==> src/rtl/sprite_compositor_if.sv <==
// Video-timing, sprite-state, block-memory and pixel-output bundle of the sprite compositor.
interface sprite_compositor_if #(
  parameter int NUM_SPRITES = 4,
  parameter int ADDR_W      = 17
);
  logic                                valid;
  logic [9:0]                          h_cnt;
  logic [9:0]                          v_cnt;
  logic                                frame_start;
  logic [NUM_SPRITES-1:0][9:0]         pos_h;
  logic [NUM_SPRITES-1:0][9:0]         pos_v;
  logic [NUM_SPRITES-1:0]              spr_en;
  logic [NUM_SPRITES-1:0]              anim_en;
  logic [NUM_SPRITES-1:0][ADDR_W-1:0]  spr_addr;
  logic [NUM_SPRITES-1:0][11:0]        spr_pixel;
  logic [11:0]                         rgb;
  logic                                rgb_valid;
  logic [NUM_SPRITES-1:0]              collide;

  modport master (
    output valid, h_cnt, v_cnt, frame_start, pos_h, pos_v, spr_en, anim_en, spr_pixel,
    input  spr_addr, rgb, rgb_valid, collide
  );

  modport slave (
    input  valid, h_cnt, v_cnt, frame_start, pos_h, pos_v, spr_en, anim_en, spr_pixel,
    output spr_addr, rgb, rgb_valid, collide
  );
endinterface

==> src/rtl/sprite_compositor.sv <==
// N-channel sprite compositor: per-sprite address generation and animation, colour-key
// transparency, fixed priority (index 0 on top) and a per-frame collision report.

module sprite_compositor_lane #(
  parameter int          SPR_W     = 20,
  parameter int          SPR_H     = 20,
  parameter int          FRAMES    = 4,
  parameter int          FW        = 2,
  parameter int          ADDR_W    = 17,
  parameter logic [11:0] KEY_COLOR = 12'hF0F
) (
  input  logic              clk,
  input  logic              rst,
  input  logic              i_frame_start,
  input  logic              i_anim_step,
  input  logic [9:0]        i_pos_h,
  input  logic [9:0]        i_pos_v,
  input  logic              i_en,
  input  logic              i_anim_en,
  input  logic [9:0]        i_h,
  input  logic [9:0]        i_v,
  input  logic [11:0]       i_pixel,
  output logic [ADDR_W-1:0] o_addr,
  output logic              o_opaque
);
  logic [9:0]        r_pos_h, r_pos_v;
  logic              r_en, r_anim;
  logic [FW-1:0]     r_frame;
  logic [ADDR_W-1:0] r_addr;
  logic [1:0]        r_in_pipe;
  logic [10:0]       w_h, w_v, w_x0, w_y0, w_dx, w_dy;
  logic              w_inside;
  logic [ADDR_W-1:0] w_addr;

  assign w_h  = {1'b0, i_h};
  assign w_v  = {1'b0, i_v};
  assign w_x0 = {1'b0, r_pos_h};
  assign w_y0 = {1'b0, r_pos_v};
  assign w_dx = w_h - w_x0;
  assign w_dy = w_v - w_y0;

  // 11-bit bounds: a sprite hanging off the right/bottom edge clips rather than wrapping
  assign w_inside = r_en
                 && (w_h >= w_x0) && (w_h <= w_x0 + 11'(SPR_W - 1))
                 && (w_v >= w_y0) && (w_v <= w_y0 + 11'(SPR_H - 1));

  assign w_addr = ADDR_W'(r_frame) * ADDR_W'(SPR_W * SPR_H)
                + ADDR_W'(w_dy) * ADDR_W'(SPR_W)
                + ADDR_W'(w_dx);

  always_ff @(posedge clk or negedge rst) begin
    if (!rst) begin
      r_pos_h   <= '0;
      r_pos_v   <= '0;
      r_en      <= 1'b0;
      r_anim    <= 1'b0;
      r_frame   <= '0;
      r_addr    <= '0;
      r_in_pipe <= '0;
    end else begin
      if (i_frame_start) begin
        r_pos_h <= i_pos_h;
        r_pos_v <= i_pos_v;
        r_en    <= i_en;
        r_anim  <= i_anim_en;
        // r_anim here is still last frame's shadow, so the step honours the old enable
        if (i_anim_step && r_anim)
          r_frame <= (r_frame == FW'(FRAMES - 1)) ? '0 : r_frame + FW'(1);
      end
      r_addr    <= w_inside ? w_addr : '0;
      r_in_pipe <= {r_in_pipe[0], w_inside};
    end
  end

  assign o_addr   = r_addr;
  assign o_opaque = r_in_pipe[1] && (i_pixel != KEY_COLOR);
endmodule

module sprite_compositor #(
  parameter int          NUM_SPRITES = 4,
  parameter int          SPR_W       = 20,
  parameter int          SPR_H       = 20,
  parameter int          FRAMES      = 4,
  parameter int          ANIM_DIV    = 8,
  parameter int          ADDR_W      = 17,
  parameter logic [11:0] KEY_COLOR   = 12'hF0F,
  parameter logic [11:0] BG_COLOR    = 12'h000
) (
  input  logic                clk,
  input  logic                rst,
  sprite_compositor_if.slave  sif
);
  localparam int FW     = (FRAMES > 1)   ? $clog2(FRAMES)   : 1;
  localparam int DW     = (ANIM_DIV > 1) ? $clog2(ANIM_DIV) : 1;
  localparam int STAGES = 2;

  logic [DW-1:0]                      r_div;
  logic                               w_step;
  logic [STAGES:0]                    r_vld_pipe;
  logic [NUM_SPRITES-1:0][ADDR_W-1:0] w_addr;
  logic [NUM_SPRITES-1:0]             w_opaque, w_contrib, r_acc, r_collide;
  logic                               w_multi;
  logic [11:0]                        w_pix, r_rgb;

  assign w_step = sif.frame_start && (r_div == DW'(ANIM_DIV - 1));

  always_ff @(posedge clk or negedge rst) begin
    if (!rst)                 r_div <= '0;
    else if (sif.frame_start) r_div <= w_step ? '0 : r_div + DW'(1);
  end

  for (genvar i = 0; i < NUM_SPRITES; i++) begin : g_lane
    sprite_compositor_lane #(
      .SPR_W(SPR_W), .SPR_H(SPR_H), .FRAMES(FRAMES), .FW(FW),
      .ADDR_W(ADDR_W), .KEY_COLOR(KEY_COLOR)
    ) u_lane (
      .clk           (clk),
      .rst           (rst),
      .i_frame_start (sif.frame_start),
      .i_anim_step   (w_step),
      .i_pos_h       (sif.pos_h[i]),
      .i_pos_v       (sif.pos_v[i]),
      .i_en          (sif.spr_en[i]),
      .i_anim_en     (sif.anim_en[i]),
      .i_h           (sif.h_cnt),
      .i_v           (sif.v_cnt),
      .i_pixel       (sif.spr_pixel[i]),
      .o_addr        (w_addr[i]),
      .o_opaque      (w_opaque[i])
    );
  end

  // Walk from lowest priority up so sprite 0 has the last word
  always_comb begin
    w_pix = BG_COLOR;
    for (int i = NUM_SPRITES - 1; i >= 0; i--)
      if (w_opaque[i]) w_pix = sif.spr_pixel[i];
  end

  // x & (x-1) is non-zero exactly when two or more bits are set
  assign w_multi   = |(w_opaque & (w_opaque - NUM_SPRITES'(1)));
  assign w_contrib = (r_vld_pipe[1] && w_multi) ? w_opaque : '0;

  always_ff @(posedge clk or negedge rst) begin
    if (!rst) begin
      r_vld_pipe <= '0;
      r_rgb      <= '0;
      r_acc      <= '0;
      r_collide  <= '0;
    end else begin
      r_vld_pipe <= {r_vld_pipe[STAGES-1:0], sif.valid};
      r_rgb      <= r_vld_pipe[1] ? w_pix : '0;
      if (sif.frame_start) begin
        r_collide <= r_acc;
        r_acc     <= w_contrib;
      end else begin
        r_acc     <= r_acc | w_contrib;
      end
    end
  end

  assign sif.spr_addr  = w_addr;
  assign sif.rgb       = r_rgb;
  assign sif.rgb_valid = r_vld_pipe[STAGES];
  assign sif.collide   = r_collide;

  a_addr_fit: assert property (@(posedge clk) (FRAMES * SPR_W * SPR_H) <= (2 ** ADDR_W));
endmodule

==> src/flat_wrapper.sv <==
// flat-port wrapper written by rule: the top's interface ports become plain ports
module sprite_compositor_flat 
#(
  parameter int          NUM_SPRITES = 4,
  parameter int          SPR_W       = 20,
  parameter int          SPR_H       = 20,
  parameter int          FRAMES      = 4,
  parameter int          ANIM_DIV    = 8,
  parameter int          ADDR_W      = 17,
  parameter logic [11:0] KEY_COLOR   = 12'hF0F,
  parameter logic [11:0] BG_COLOR    = 12'h000
)
  (clk, rst, sif_valid, sif_h_cnt, sif_v_cnt, sif_frame_start, sif_pos_h, sif_pos_v, sif_spr_en, sif_anim_en, sif_spr_pixel, sif_spr_addr, sif_rgb, sif_rgb_valid, sif_collide);
  sprite_compositor_if #(.NUM_SPRITES(NUM_SPRITES), .ADDR_W(ADDR_W)) sif_i ();
  input  logic clk;
  input  logic rst;
  input wire logic [$bits(sif_i.valid)-1:0] sif_valid;
  input wire logic [$bits(sif_i.h_cnt)-1:0] sif_h_cnt;
  input wire logic [$bits(sif_i.v_cnt)-1:0] sif_v_cnt;
  input wire logic [$bits(sif_i.frame_start)-1:0] sif_frame_start;
  input wire logic [$bits(sif_i.pos_h)-1:0] sif_pos_h;
  input wire logic [$bits(sif_i.pos_v)-1:0] sif_pos_v;
  input wire logic [$bits(sif_i.spr_en)-1:0] sif_spr_en;
  input wire logic [$bits(sif_i.anim_en)-1:0] sif_anim_en;
  input wire logic [$bits(sif_i.spr_pixel)-1:0] sif_spr_pixel;
  output wire logic [$bits(sif_i.spr_addr)-1:0] sif_spr_addr;
  output wire logic [$bits(sif_i.rgb)-1:0] sif_rgb;
  output wire logic [$bits(sif_i.rgb_valid)-1:0] sif_rgb_valid;
  output wire logic [$bits(sif_i.collide)-1:0] sif_collide;
  assign sif_i.valid = sif_valid;
  assign sif_i.h_cnt = sif_h_cnt;
  assign sif_i.v_cnt = sif_v_cnt;
  assign sif_i.frame_start = sif_frame_start;
  assign sif_i.pos_h = sif_pos_h;
  assign sif_i.pos_v = sif_pos_v;
  assign sif_i.spr_en = sif_spr_en;
  assign sif_i.anim_en = sif_anim_en;
  assign sif_i.spr_pixel = sif_spr_pixel;
  assign sif_spr_addr = sif_i.spr_addr;
  assign sif_rgb = sif_i.rgb;
  assign sif_rgb_valid = sif_i.rgb_valid;
  assign sif_collide = sif_i.collide;
  sprite_compositor #(.NUM_SPRITES(NUM_SPRITES), .SPR_W(SPR_W), .SPR_H(SPR_H), .FRAMES(FRAMES), .ANIM_DIV(ANIM_DIV), .ADDR_W(ADDR_W), .KEY_COLOR(KEY_COLOR), .BG_COLOR(BG_COLOR)) u_core (.clk(clk), .rst(rst), .sif(sif_i));
endmodule
==> config.mk <==
export PLATFORM = sky130hd
export DESIGN_NAME = sprite_compositor_flat
export DESIGN_NICKNAME = d
export VERILOG_FILES = /design/src/rtl/sprite_compositor_if.sv /design/src/rtl/sprite_compositor.sv /design/src/flat_wrapper.sv
export SDC_FILE = /design/constraint.sdc
export NUM_CORES = 1
export LEC_CHECK = 0
export CORE_MARGIN = 2
export CORE_UTILIZATION = 35
export DETAILED_ROUTE_END_ITERATION = 10
export PLACE_DENSITY = 0.52
export REMOVE_ABC_BUFFERS = 1
export SYNTH_ARGS = -nofsm -noshare
export SYNTH_HDL_FRONTEND = slang
export SYNTH_HIERARCHICAL = 1
export SYNTH_SLANG_ARGS = --single-unit
==> constraint.sdc <==
create_clock -name clk -period 7.1 [get_ports clk]
set_clock_uncertainty 0.05 [all_clocks]
set_input_delay 2.13 -clock clk [delete_from_list [all_inputs] [get_ports clk]]
set_output_delay 2.13 -clock clk [all_outputs]
set_load 0.005 [all_outputs]
-- Word level (Yosys, flattened, before mapping)
Index checks and enable logic that the tools add are counted.
- muxes and demuxes: 16
- reduce and logical (&&, ||, !) cells: 31
- bitwise logic cells: 2
- $lt $le $gt $ge: 16
- $mul: 8
- add/sub/neg operators: 30
- equal/unequal tests: 9
- operators with widths (kind ; count):
    10-bit by 5-bit adder with 11-bit output (second input constant) ; 8
    10-bit by 11-bit <= comparator with 1-bit output ; 8
    10-bit by 10-bit subtractor with 11-bit output ; 8
    10-bit greater-or-equal comparator ; 8
    11-bit by 16-bit adder with 17-bit output ; 4
    17-bit by 11-bit adder with 17-bit output ; 4
    17-bit 2-to-1 mux ; 4
    12-bit 2-to-1 mux ; 5
    11-bit by 3-bit multiplier with 14-bit output (second input constant) ; 4
    12-bit inequality test (second input constant) ; 4
    2-bit by 5-bit multiplier with 7-bit output (second input constant) ; 4
    1-bit logical AND ; 26
    2-bit by 1-bit adder with 2-bit output (second input constant) ; 4
    2-bit equality test (second input constant) ; 4
    2-bit 2-to-1 mux ; 4
    4-bit 2-to-1 mux ; 2
    2-bit AND reduction ; 4
    4-bit AND ; 1
    4-bit bitwise OR ; 1
    4-bit OR reduction ; 1
    4-bit by 1-bit subtractor with 4-bit output (second input constant) ; 1
    3-bit by 1-bit adder with 3-bit output (second input constant) ; 1
    3-bit equality test (second input constant) ; 1
    3-bit 2-to-1 mux ; 1
- word-level logic and storage cells: 145
- input bits: 160
- flip-flop bits (word level): 198

-- Depth between registers and ports, before layout
Gate-level depths: netlist of the first run.
- word-level depth: 9
- mapped depth: 25

-- Cells and area by module
Netlist of the first run, hierarchy kept.
- modules (own cells, without submodules) (module ; times used ; seq. area each (um2) ; cells each ; area each (um2)):
    sprite_compositor_lane at u_core.g_lane[2].u_lane ... ; 2 ; 1076.0 ; 485 ; 4294.1
    sprite_compositor_lane at u_core.g_lane[1].u_lane ; 1 ; 1076.0 ; 499 ; 4334.2
    sprite_compositor_lane at u_core.g_lane[0].u_lane ; 1 ; 1076.0 ; 490 ; 4261.6
    sprite_compositor ; 1 ; 650.6 ; 105 ; 1231.2

-- Least setup slack after synthesis of the first run
Ideal clock, no wire load.
- path kind: input-to-reg
- start point: input port sif_v_cnt[0]
- end point: register u_core.g_lane[1].u_lane.r_addr[14]
- arrival: 6.545 ns
- data required time: 6.930 ns
- stages: 23
- path slack: 0.385 ns
- setup time: 0.120 ns
- path through: inv_1 > ha_1 > inv_1 > fa_1 > a21o_1 > a21oi_1 > o21bai_1 > a21o_1 > xnor2_1 > xnor2_1 > ha_1 > nand2_1 > or3b_2 > nand3_1 > xnor2_1 > fa_1 > inv_1 > ha_1 > nand2_1 > o31ai_1 > nand4_1 > xnor2_1 > and2b_2
- word-level cells in the longest chain between the ends: 5
- ends and longest elaborated chain (item ; line ; text):
    start: declaration ; flat_wrapper.sv:19 ; input wire logic [$bits(sif_i.v_cnt)-1:0] sif_v_cnt;
    10-bit by 10-bit subtractor with 11-bit output ; sprite_compositor.sv:40 ; assign w_dy = w_v - w_y0;
    11-bit by 3-bit multiplier with 14-bit output ; sprite_compositor.sv:48 ; + ADDR_W'(w_dy) * ADDR_W'(SPR_W)
    11-bit by 16-bit adder with 17-bit output ; sprite_compositor.sv:48 ;
    17-bit by 11-bit adder with 17-bit output ; sprite_compositor.sv:49 ; + ADDR_W'(w_dx);
    17-bit 2-to-1 mux (*) ; sprite_compositor.sv:70 ; r_addr <= w_inside ? w_addr : '0;
    end signal: assignment ; sprite_compositor.sv:70 ;
    end: declaration ; sprite_compositor.sv:29 ; logic [ADDR_W-1:0] r_addr;
Mark *: on every way between the ends. The rest lies on a longest branch, timed or not.
A chain may end at the register's enable or synchronous reset.

-- Worst setup path after layout of the first run
- start point: input port sif_v_cnt[0]
- end point: register u_core.g_lane[3].u_lane.r_addr[15]
- word-level cells in the longest chain between the ends: 5
- ends and longest elaborated chain (item ; line):
    10-bit by 10-bit subtractor with 11-bit output ; sprite_compositor.sv:40
    11-bit by 3-bit multiplier with 14-bit output ; sprite_compositor.sv:48
    11-bit by 16-bit adder with 17-bit output ; sprite_compositor.sv:48
    17-bit by 11-bit adder with 17-bit output ; sprite_compositor.sv:49
    17-bit 2-to-1 mux (*) ; sprite_compositor.sv:70
    end signal: assignment ; sprite_compositor.sv:70
    end: declaration ; sprite_compositor.sv:29
Marked as above.

==> results.yml, run 1 <==
status:
  status: "finished, final reports clean"
sta:
  setup-tns-final_ps: 0
  timing.final.ws_setup_ps: 322
  setup_viol: 0
  fmax_mhz: 148
  worstMarginPinSlew_ps: 1010
  slew_violations: 0
  rsz0062_at_grt: "true"
  hold_viol: 0
  min_period_over_period_pct: 95.5
  max_slew_margin_pct: 32.4
  worst_hold_slack_ps: 304
  period_minus_slack_ps: 6780
setup_path:
  cp-startpoint: "sif_v_cnt[0]"
  start_kind: "input pin"
  worst_path_max_delay_cell: "fa_1"
  crit_path_frequent_cell: "ha_1"
  cpPeakStageDelay_ps: 530
  crit_family: "adder cells"
  crit_fanout: 4
  end_kind: "flop"
  reg2reg_from: "u_core/g_lane[1].u_lane/r_pos_v[1]$_DFFE_PN0P_"
  cp.arrival_ps: 7140
  worstSetupPathType: "input pin to flop"
  crit_required_ps: 7460
  crit_buf_inv: 5
drt:
  drt-pass1-iter-count: 5
  num_vias: 16000
  antenna_left: 0
  viasPerCell: 5.05
  drt-total-wl_mm: 53.2
  wl_per_cell_um: 16.8
  drt-initial-drc-count: 622
  drc: 0
place:
  gp_congestion: 0.895
  dp_slack_ps: -315
  place.port_buffers: 244
  dpl.hpwl_mm: 42.3
  place_inst: 3133
  dpl_cell_area_mm2: 0.0228
cells_and_area:
  multiInputGateArea_mm2: 0.0125
  post_route_cells_drive_above_1_share_pct: 11.5
  fin_nets: 2947
  filler_cell_count: 5166
  final_cell_count_no_fill: 3165
  design_area_mm2: 0.0235
  area_delta_synth_final_pct: 27.4
  regArea_mm2: 0.00495
  antenna_cells: 0
logic_synthesis:
  synth_top_area_share_pct: 26.9
  syn_area_per_cell_um2: 8.92
  synth_ff_type: "dfrtp_1"
  synth-edff-count: 0
  synthCells: 2064
  yosys-top-cells-area: "dfrtp_1, ha_1, xnor2_1"
  ys_seq_area_share_pct: 26.9
  ys_types: 83
  synth-seq-cells: 198
  synth_top_area_cell: "dfrtp_1"
  ys_warn_count: 6
  netlist_area_mm2: 0.0184
  synthArstFlopShare_pct: 100
floorplan:
  die_h_um: 233
  io_pins: 245
  die_x_um: 233
  die-area_mm2: 0.0545
  row_count: 84
  design.core.area_mm2: 0.0523
  initial_core_util_pct: 35.2
global_routing:
  grtUsageTotal_pct: 19.8
  grt-busiest-layer: "met2"
  grt_max_degree: 142
  grt_overflow: 0
  use_met3_pct: 3.45
  grt_pass1_wl_mm: 83.4
  met1_usage_pct: 24.6
  use_met2_pct: 34.7
  grt_pass1_vias: 16300
  antenna_found_initial: 1
power:
  clkPwrFrac_pct: 12.0
  pwr_density_cell_mw_per_mm2: 366
  p_switching_mw: 3.63
  p_int_mw: 4.95
  ir_worst_vdd_uv: 248
  p_leak_nw: 10.9
  power_frac_comb_pct: 72.6
  sw_frac_of_total_pct: 42.3
  seqPwrFrac_pct: 15.4
min_path:
  hold_path_class: "flop to flop"
  min_from: "u_core/g_lane[2].u_lane/r_in_pipe[0]$_DFF_PN0_"
cts:
  numCtsBuffers: 17
  htreeDepth: 4
  cts.sinks: 198
  tritoncts: "done"
  root_buffer: "clkbuf_16"
  clk_path_buf_depth: 2
  clock_latency_ps: 500
  path_clk_slew_ps: 80
run:
  cap_viol_max_count: 0
-- synthesized netlist by cell type, types with 10 or more instances --
| cell type | instances |
|---|---|
| ha_1 | 282 |
| inv_1 | 203 |
| dfrtp_1 | 198 |
| o21ai_0 | 169 |
| nand2_1 | 160 |
| nor2_1 | 127 |
| xnor2_1 | 125 |
| a21oi_1 | 112 |
| xor2_1 | 68 |
| nor3_1 | 54 |
| o21a_1 | 46 |
| nand3_1 | 43 |
| a21o_1 | 40 |
| fa_1 | 40 |
| nor2b_1 | 40 |
| nand4_1 | 29 |
| clkbuf_1 | 26 |
| nand2b_1 | 20 |
| or3_1 | 17 |
| o21bai_1 | 15 |
| o211ai_1 | 14 |
| a211oi_1 | 13 |
| mux2_2 | 13 |
| a221oi_2 | 11 |
| o21ai_1 | 11 |
| nand4b_1 | 10 |
| o2111ai_1 | 10 |
| o22ai_1 | 10 |
-- worst reg2reg max path, stage by stage (launching register included) --
cell and delay (ps):
dfrtp_1 390, inv_1 150, ha_1 280, nor2b_1 150, o31ai_1 190, buf_4 160
a21boi_0 290, ha_1 290, ha_1 230, fa_1 380, a21oi_1 200, nor2b_1 70
nor2_1 110, xor2_1 100, fa_1 540, inv_1 40, ha_1 290, o21a_1 120
o31a_1 120, o31a_1 260, o211ai_1 200, xor2_1 200, nor2_2 40
-- kinds of logic (layout without fill, tap and decap cells) --
group                    after synthesis  in the layout  share of synthesized area, %
other                                  4              4                        0.0815
AO/OA/AOI/OAI                        528            528                          18.9
AND/OR/NAND/NOR                      554            554                          14.8
multiplexers                          18             18                          1.07
adder cells (fa/ha/maj)              322            322                          23.5
buffers and inverters                247            660                          5.57
XOR/XNOR                             193            193                          9.18
flip-flops                           198            198                          26.9
-- area by class of cell --
type	count	share of cell area, %
clock buffers	19	1.89
clock inverters	12	0.597
inverters	204	3.26
multi-input cells	1619	53.2
flip-flops and latches	198	21.1
well taps	688	3.67
repair buffers	425	16.3
-- state kept, by name, indices dropped and copies added, names as in the netlist --
register	cells
u_core/g_lane.u_lane/r_en	4
u_core/r_acc	4
u_core/r_vld_pipe	3
u_core/g_lane.u_lane/r_pos_h	40
u_core/g_lane.u_lane/o_addr	68
u_core/sif.collide	4
u_core/r_div	3
u_core/g_lane.u_lane/r_anim	4
u_core/g_lane.u_lane/r_frame	8
u_core/sif.rgb	12
u_core/g_lane.u_lane/r_in_pipe	8
u_core/g_lane.u_lane/r_pos_v	40
-- what timing repair did --
item / CTS / global route
buffers inserted: 0 / 1
endpoints found under the setup margin: 0 / 5
gates resized for setup: 0 / 10
hold buffers: 0 / 0
-- power groups by stage --
| stage | Clock, mW | Combinational, mW | Sequential [mW] |
|---|---|---|---|
| floorplan | 0 | 4.05 | 1.33 |
| global placement | 0 | 6.15 | 1.34 |
| detailed placement | 0 | 6.21 | 1.34 |
| CTS | 1.08 | 6.26 | 1.32 |
| global route | 1.12 | 7.05 | 1.34 |
| finish | 1.03 | 6.23 | 1.32 |
-- metrics by stage --
step           utilization [%]  power, mW
2_1_floorplan                -       5.38
3_3_place_gp              43.6       7.50
3_5_place_dp              43.6       7.56
4_1_cts                   44.7       8.66
5_1_grt                   44.8       9.50
6_report                  44.8       8.58
-- per-layer routing --
metal | vias up | routed length [µm]
met1 | 7618 | 24300
li1 | 8058 | -
met2 | 264 | 25700
met3 | 51 | 2050
met4 | 2 | 1070
met5 | - | 15
-- path summary, 6_finish.rpt --
| check | to | slack (ps) | depth (start not counted) |
|---|---|---|---|
| setup / recovery | u_core/g_lane[3].u_lane/o_addr[15]$_DFF_PN0_ | 320 | 26 |
| hold reg to reg | u_core/g_lane[2].u_lane/r_in_pipe[1]$_DFF_PN0_ | 300 | 0 |
| hold / removal | u_core/g_lane[2].u_lane/r_in_pipe[1]$_DFF_PN0_ | 300 | 0 |
| setup reg to reg | u_core/g_lane[1].u_lane/o_addr[13]$_DFF_PN0_ | 2120 | 22 |
| min in group asynchronous | u_core/sif.rgb[0]$_DFF_PN0_ | 1630 | 1 |
| max in group asynchronous | u_core/g_lane[0].u_lane/r_pos_v[7]$_DFFE_PN0P_ | 4200 | 2 |
-- cells in the final DEF (no fill, tap or decap), types with 38 or more instances in the layout --
cell / netlist / layout
clkdlybuf4s50_1: 0 / 242
a21oi_1: 112 / 111
o21a_1: 46 / 46
a21o_1: 40 / 40
dfrtp_1: 198 / 198
ha_1: 282 / 282
nor2b_1: 40 / 38
buf_4: 2 / 179
nor3_1: 54 / 54
fa_1: 40 / 40
xnor2_1: 125 / 124
nand3_1: 43 / 43
nand2_1: 160 / 160
o21ai_0: 169 / 169
inv_1: 203 / 203
nor2_1: 127 / 126
xor2_1: 68 / 66
(Power assumes the default switching activity.)
==> run 2: changes to the inputs <==
Settings changed: CORE_MARGIN 2 to 8.
==> results.yml, run 2 (synthesis results as in run 1) <==
status:
  status: "finished, final reports clean"
cells_and_area:
  mostFrequentLayoutCells: "ha_1, clkdlybuf4s50_1, inv_1"
  antenna_cells: 0
  final_cell_count_no_fill: 3160
  design_area_mm2: 0.0235
  post-route-util_pct: 45.0
  post_route_cells_drive_above_1_share_pct: 11.8
  area_delta_synth_final_pct: 27.8
  filler_cell_count: 5190
  final_common_cell: "ha_1"
  fin_nets: 2943
  largest_reg_flops: 68
floorplan:
  die-area_mm2: 0.0602
  die_h_um: 245
  die_x_um: 245
  row_count: 84
  initial_core_util_pct: 35.2
  design.core.area_mm2: 0.0523
  io_pins: 245
place:
  gp_congestion: 0.889
  dpl_cell_area_mm2: 0.0228
  place_inst: 3129
  dp_slack_ps: -411
  dpl.hpwl_mm: 43.6
  place.port_buffers: 244
cts:
  htreeDepth: 4
  numCtsBuffers: 17
  path_clk_slew_ps: 80
  clk_path_buf_depth: 2
  tritoncts: "done"
  postCtsHoldBufs: 0
  root_buffer: "clkbuf_16"
  clock_latency_ps: 500
  cts.sinks: 198
drt:
  viasPerCell: 5.04
  num_vias: 15900
  drt-pass1-iter-count: 5
  wl_per_cell_um: 17.1
  drc: 0
  drt-total-wl_mm: 54.1
  antenna_left: 0
  drt-initial-drc-count: 766
global_routing:
  antenna_found_initial: 3
  grt_pass1_wl_mm: 85.4
  grt_pass1_vias: 16400
  grtUsageTotal_pct: 17.8
  grt_max_degree: 117
  grt_overflow: 0
sta:
  setup-tns-final_ps: 0
  setup_viol: 0
  period_minus_slack_ps: 6790
  fmax_mhz: 147
  hold_viol: 0
  worstMarginPinSlew_ps: 1000
  max_slew_margin_pct: 33.2
  min_period_over_period_pct: 95.7
  worst_hold_slack_ps: 300
  timing.final.ws_setup_ps: 307
  rsz0062_at_grt: "false"
  slew_violations: 0
setup_path:
  start_kind: "input pin"
  worst_path_max_delay_cell: "fa_1"
  cp.arrival_ps: 7160
  end_kind: "flop"
  crit_required_ps: 7460
  cpPeakStageDelay_ps: 530
  crit_fanout: 4
  worstSetupPathType: "input pin to flop"
power:
  pwr_density_cell_mw_per_mm2: 370
  power_mw: 8.70
  p_leak_nw: 10.9
  ir_worst_vdd_uv: 264
min_path:
  hold_path_class: "flop to flop"
run:
  cap_viol_max_count: 0
## run 2: cell count changes in the layout (fill, tap and decap cells not counted), sizes merged
cell	change
buf	-4
dlymetal6s2s	+1
clkinv	-1
clkdlybuf4s50	-1
## run 2: critical path: cells and delay by family
| kind | cells | cell delay [ps] |
|---|---|---|
| buffers and inverters | 5 | 770 |
| XOR/XNOR | 2 | 310 |
| AO/OA/AOI/OAI | 8 | 1220 |
| AND/OR/NAND/NOR | 5 | 770 |
| adder cells (fa/ha/maj) | 6 | 1940 |
## run 2: power breakdown
group	leakage [nW]	internal (mW)	switching, mW
sequential	2.57	1.24	0.0788
clock	0.280	0.531	0.486
combinational	8.05	3.20	3.16
total	10.9	4.98	3.72
## run 2: area by class of cell
type	count	area, µm²	share of cell area (%)
multi-input combinational	1619	12600	53.4
clock inverter	11	140	0.595
sequential	198	4950	21.1
inverter	204	766	3.25
tap	688	861	3.66
clock buffer	19	443	1.88
timing repair buffer	421	3810	16.2
## run 2: final timing paths
| path | startpoint | to | slack [ps] | depth (start not counted) |
|---|---|---|---|---|
| max | sif_v_cnt[0] | u_core/g_lane[2].u_lane/o_addr[15]$_DFF_PN0_ | 310 | 26 |
| min | u_core/g_lane[1].u_lane/r_in_pipe[0]$_DFF_PN0_ | u_core/g_lane[1].u_lane/r_in_pipe[1]$_DFF_PN0_ | 300 | 0 |
| max reg2reg | u_core/g_lane[1].u_lane/r_pos_v[1]$_DFFE_PN0P_ | u_core/g_lane[1].u_lane/o_addr[14]$_DFF_PN0_ | 2060 | 23 |
| min reg2reg | u_core/g_lane[1].u_lane/r_in_pipe[0]$_DFF_PN0_ | u_core/g_lane[1].u_lane/r_in_pipe[1]$_DFF_PN0_ | 300 | 0 |
| max in group asynchronous | rst | u_core/g_lane[3].u_lane/r_pos_v[7]$_DFFE_PN0P_ | 4290 | 2 |
| min in group asynchronous | rst | u_core/g_lane[2].u_lane/o_addr[7]$_DFF_PN0_ | 1550 | 1 |
## run 2: routing by layer
metal | track usage [%] | wire (µm) | vias up
met3 | 3.91 | 2510 | 57
li1 | - | - | 8054
met4 | 5.91 | 1290 | 4
met2 | 30.3 | 25400 | 290
met5 | 0 | 19 | -
met1 | 22.2 | 24800 | 7513
## run 2: repair_timing
action                     CTS  global route
gates resized for setup      0            29
buffers inserted             0             1
setup endpoints to repair    0            12
==> run 3: changes to the inputs <==
Settings changed: CORE_ASPECT_RATIO from default to 1.75.
==> results.yml, run 3 (synthesis results as in run 1) <==
drt:
  drt-total-wl_mm: 56.3
  wl_per_cell_um: 17.9
  num_vias: 16100
  drt-pass1-iter-count: 5
  antenna_left: 0
  drt-initial-drc-count: 660
  viasPerCell: 5.12
  drc: 0
place:
  gp_congestion: 0.872
  dp_slack_ps: -336
  dpl_cell_area_mm2: 0.0228
  dpl.hpwl_mm: 45.8
  place.port_buffers: 244
  place_inst: 3113
floorplan:
  io_pins: 245
  initial_core_util_pct: 35.3
  row_count: 111
  die-area_mm2: 0.0605
  die_h_um: 319
  design.core.area_mm2: 0.0522
  die_x_um: 189
cts:
  root_buffer: "clkbuf_16"
  clk_path_buf_depth: 2
  numCtsBuffers: 17
  htreeDepth: 4
  path_clk_slew_ps: 90
  clock_latency_ps: 460
  postCtsHoldBufs: 0
  cts.sinks: 198
  tritoncts: "done"
sta:
  setup-tns-final_ps: 0
  timing.final.ws_setup_ps: 289
  worst_hold_slack_ps: 301
  fmax_mhz: 147
  period_minus_slack_ps: 6810
  max_slew_margin_pct: 39.4
  min_period_over_period_pct: 95.9
  worstMarginPinSlew_ps: 910
  slew_violations: 0
  hold_viol: 0
  setup_viol: 0
setup_path:
  end_kind: "flop"
  crit_fanout: 3
  cpPeakStageDelay_ps: 540
  crit_family: "adder cells"
  cp.arrival_ps: 7160
  crit_required_ps: 7450
  worst_path_max_delay_cell: "fa_1"
  worst-path-stages: 26
  start_kind: "input pin"
  worstSetupPathType: "input pin to flop"
  crit_path_frequent_cell: "inv_1"
  crit_buf_inv: 5
  reg2regPathDepth: 23
cells_and_area:
  post-route-util_pct: 45.1
  post_route_cells_drive_above_1_share_pct: 11.9
  final_common_cell: "ha_1"
  mostFrequentLayoutCells: "ha_1, clkdlybuf4s50_1, inv_1"
  final_cell_count_no_fill: 3149
  fin_nets: 2939
  design_area_mm2: 0.0236
  area_delta_synth_final_pct: 28.0
  largest_reg_flops: 68
global_routing:
  grt_pass1_wl_mm: 90.0
  grt_max_degree: 107
  grtUsageTotal_pct: 18.5
  grt_pass1_vias: 17400
  grt_overflow: 0
  antenna_found_initial: 3
power:
  pwr_density_cell_mw_per_mm2: 372
  power_mw: 8.77
  p_leak_nw: 10.9
  ir_worst_vdd_uv: 349
run:
  cap_viol_max_count: 0
min_path:
  hold_path_class: "flop to flop"
  holdPathStages: 0
status:
  status: "finished, final reports clean"
==> run 3: changes by cell type in the layout (fill, tap and decap cells not counted), moves of 3 or more <==
cell	delta
clkinv_8	+3
a21oi_1	+3
buf_4	-6
inv_8	+4
buf_12	+3
a21oi_2	-3
inv_6	-3
==> run 3: report_power, final <==
group	switching (mW)	internal, mW
Sequential	0.0808	1.24
Clock	0.526	0.517
Combinational	3.18	3.22
Total	3.79	4.98
==> run 3: final timing paths <==
| kind | from | endpoint | slack, ps |
|---|---|---|---|
| max in group asynchronous | rst | u_core/g_lane[3].u_lane/r_pos_v[9]$_DFFE_PN0P_ | 4290 |
| max | sif_v_cnt[0] | u_core/g_lane[2].u_lane/o_addr[15]$_DFF_PN0_ | 290 |
| max reg2reg | u_core/g_lane[3].u_lane/r_pos_v[0]$_DFFE_PN0P_ | u_core/g_lane[3].u_lane/o_addr[15]$_DFF_PN0_ | 2150 |
| min in group asynchronous | rst | u_core/sif.rgb[4]$_DFF_PN0_ | 1600 |
| min reg2reg | u_core/g_lane[0].u_lane/r_in_pipe[0]$_DFF_PN0_ | u_core/g_lane[0].u_lane/r_in_pipe[1]$_DFF_PN0_ | 300 |
| min | u_core/g_lane[0].u_lane/r_in_pipe[0]$_DFF_PN0_ | u_core/g_lane[0].u_lane/r_in_pipe[1]$_DFF_PN0_ | 300 |
==> run 3: layer usage <==
| layer | GRT usage, % | part of all wire, % | up-vias |
|---|---|---|---|
| met3 | 2.58 | 3.6 | 79 |
| met5 | 0 | 0 | - |
| met2 | 34.3 | 52 | 316 |
| met1 | 20.3 | 40 | 7669 |
| li1 | - | - | 8047 |
| met4 | 8.96 | 4.4 | 0 |
==> run 3: cell type report <==
cell class / count / area, µm²
Clock inverter: 13 / 175
Timing Repair Buffer: 417 / 3810
Tap cell: 678 / 848
Inverter: 204 / 766
Antenna cell: 2 / 5.00
Multi-Input combinational cell: 1619 / 12600
Clock buffer: 18 / 439
Fill cell: 5214 / 28600
Sequential cell: 198 / 4950
==> run 3: what timing repair did <==
| action | 4_1_cts | 5_1_grt |
|---|---|---|
| resized for setup | 0 | 30 |
| endpoints found under the setup margin | 0 | 15 |
| setup buffers | 0 | 3 |
==> run 3: worst reg2reg max path, stage by stage (launching register included) <==
cell and delay (ps):
dfrtp_1 400, ha_1 190, inv_1 50, fa_1 390, a21o_1 170, nand2_1 80, nand2_1 80, xor2_2 160
ha_1 340, ha_1 320, a211o_1 260, a21oi_1 150, nand2b_1 140, nor2b_1 160, xor2_1 100, fa_1 540
inv_1 40, ha_1 280, o21ai_1 80, a21oi_1 170, o21a_1 150, o21bai_1 80, or3_1 310, a21oi_1 160
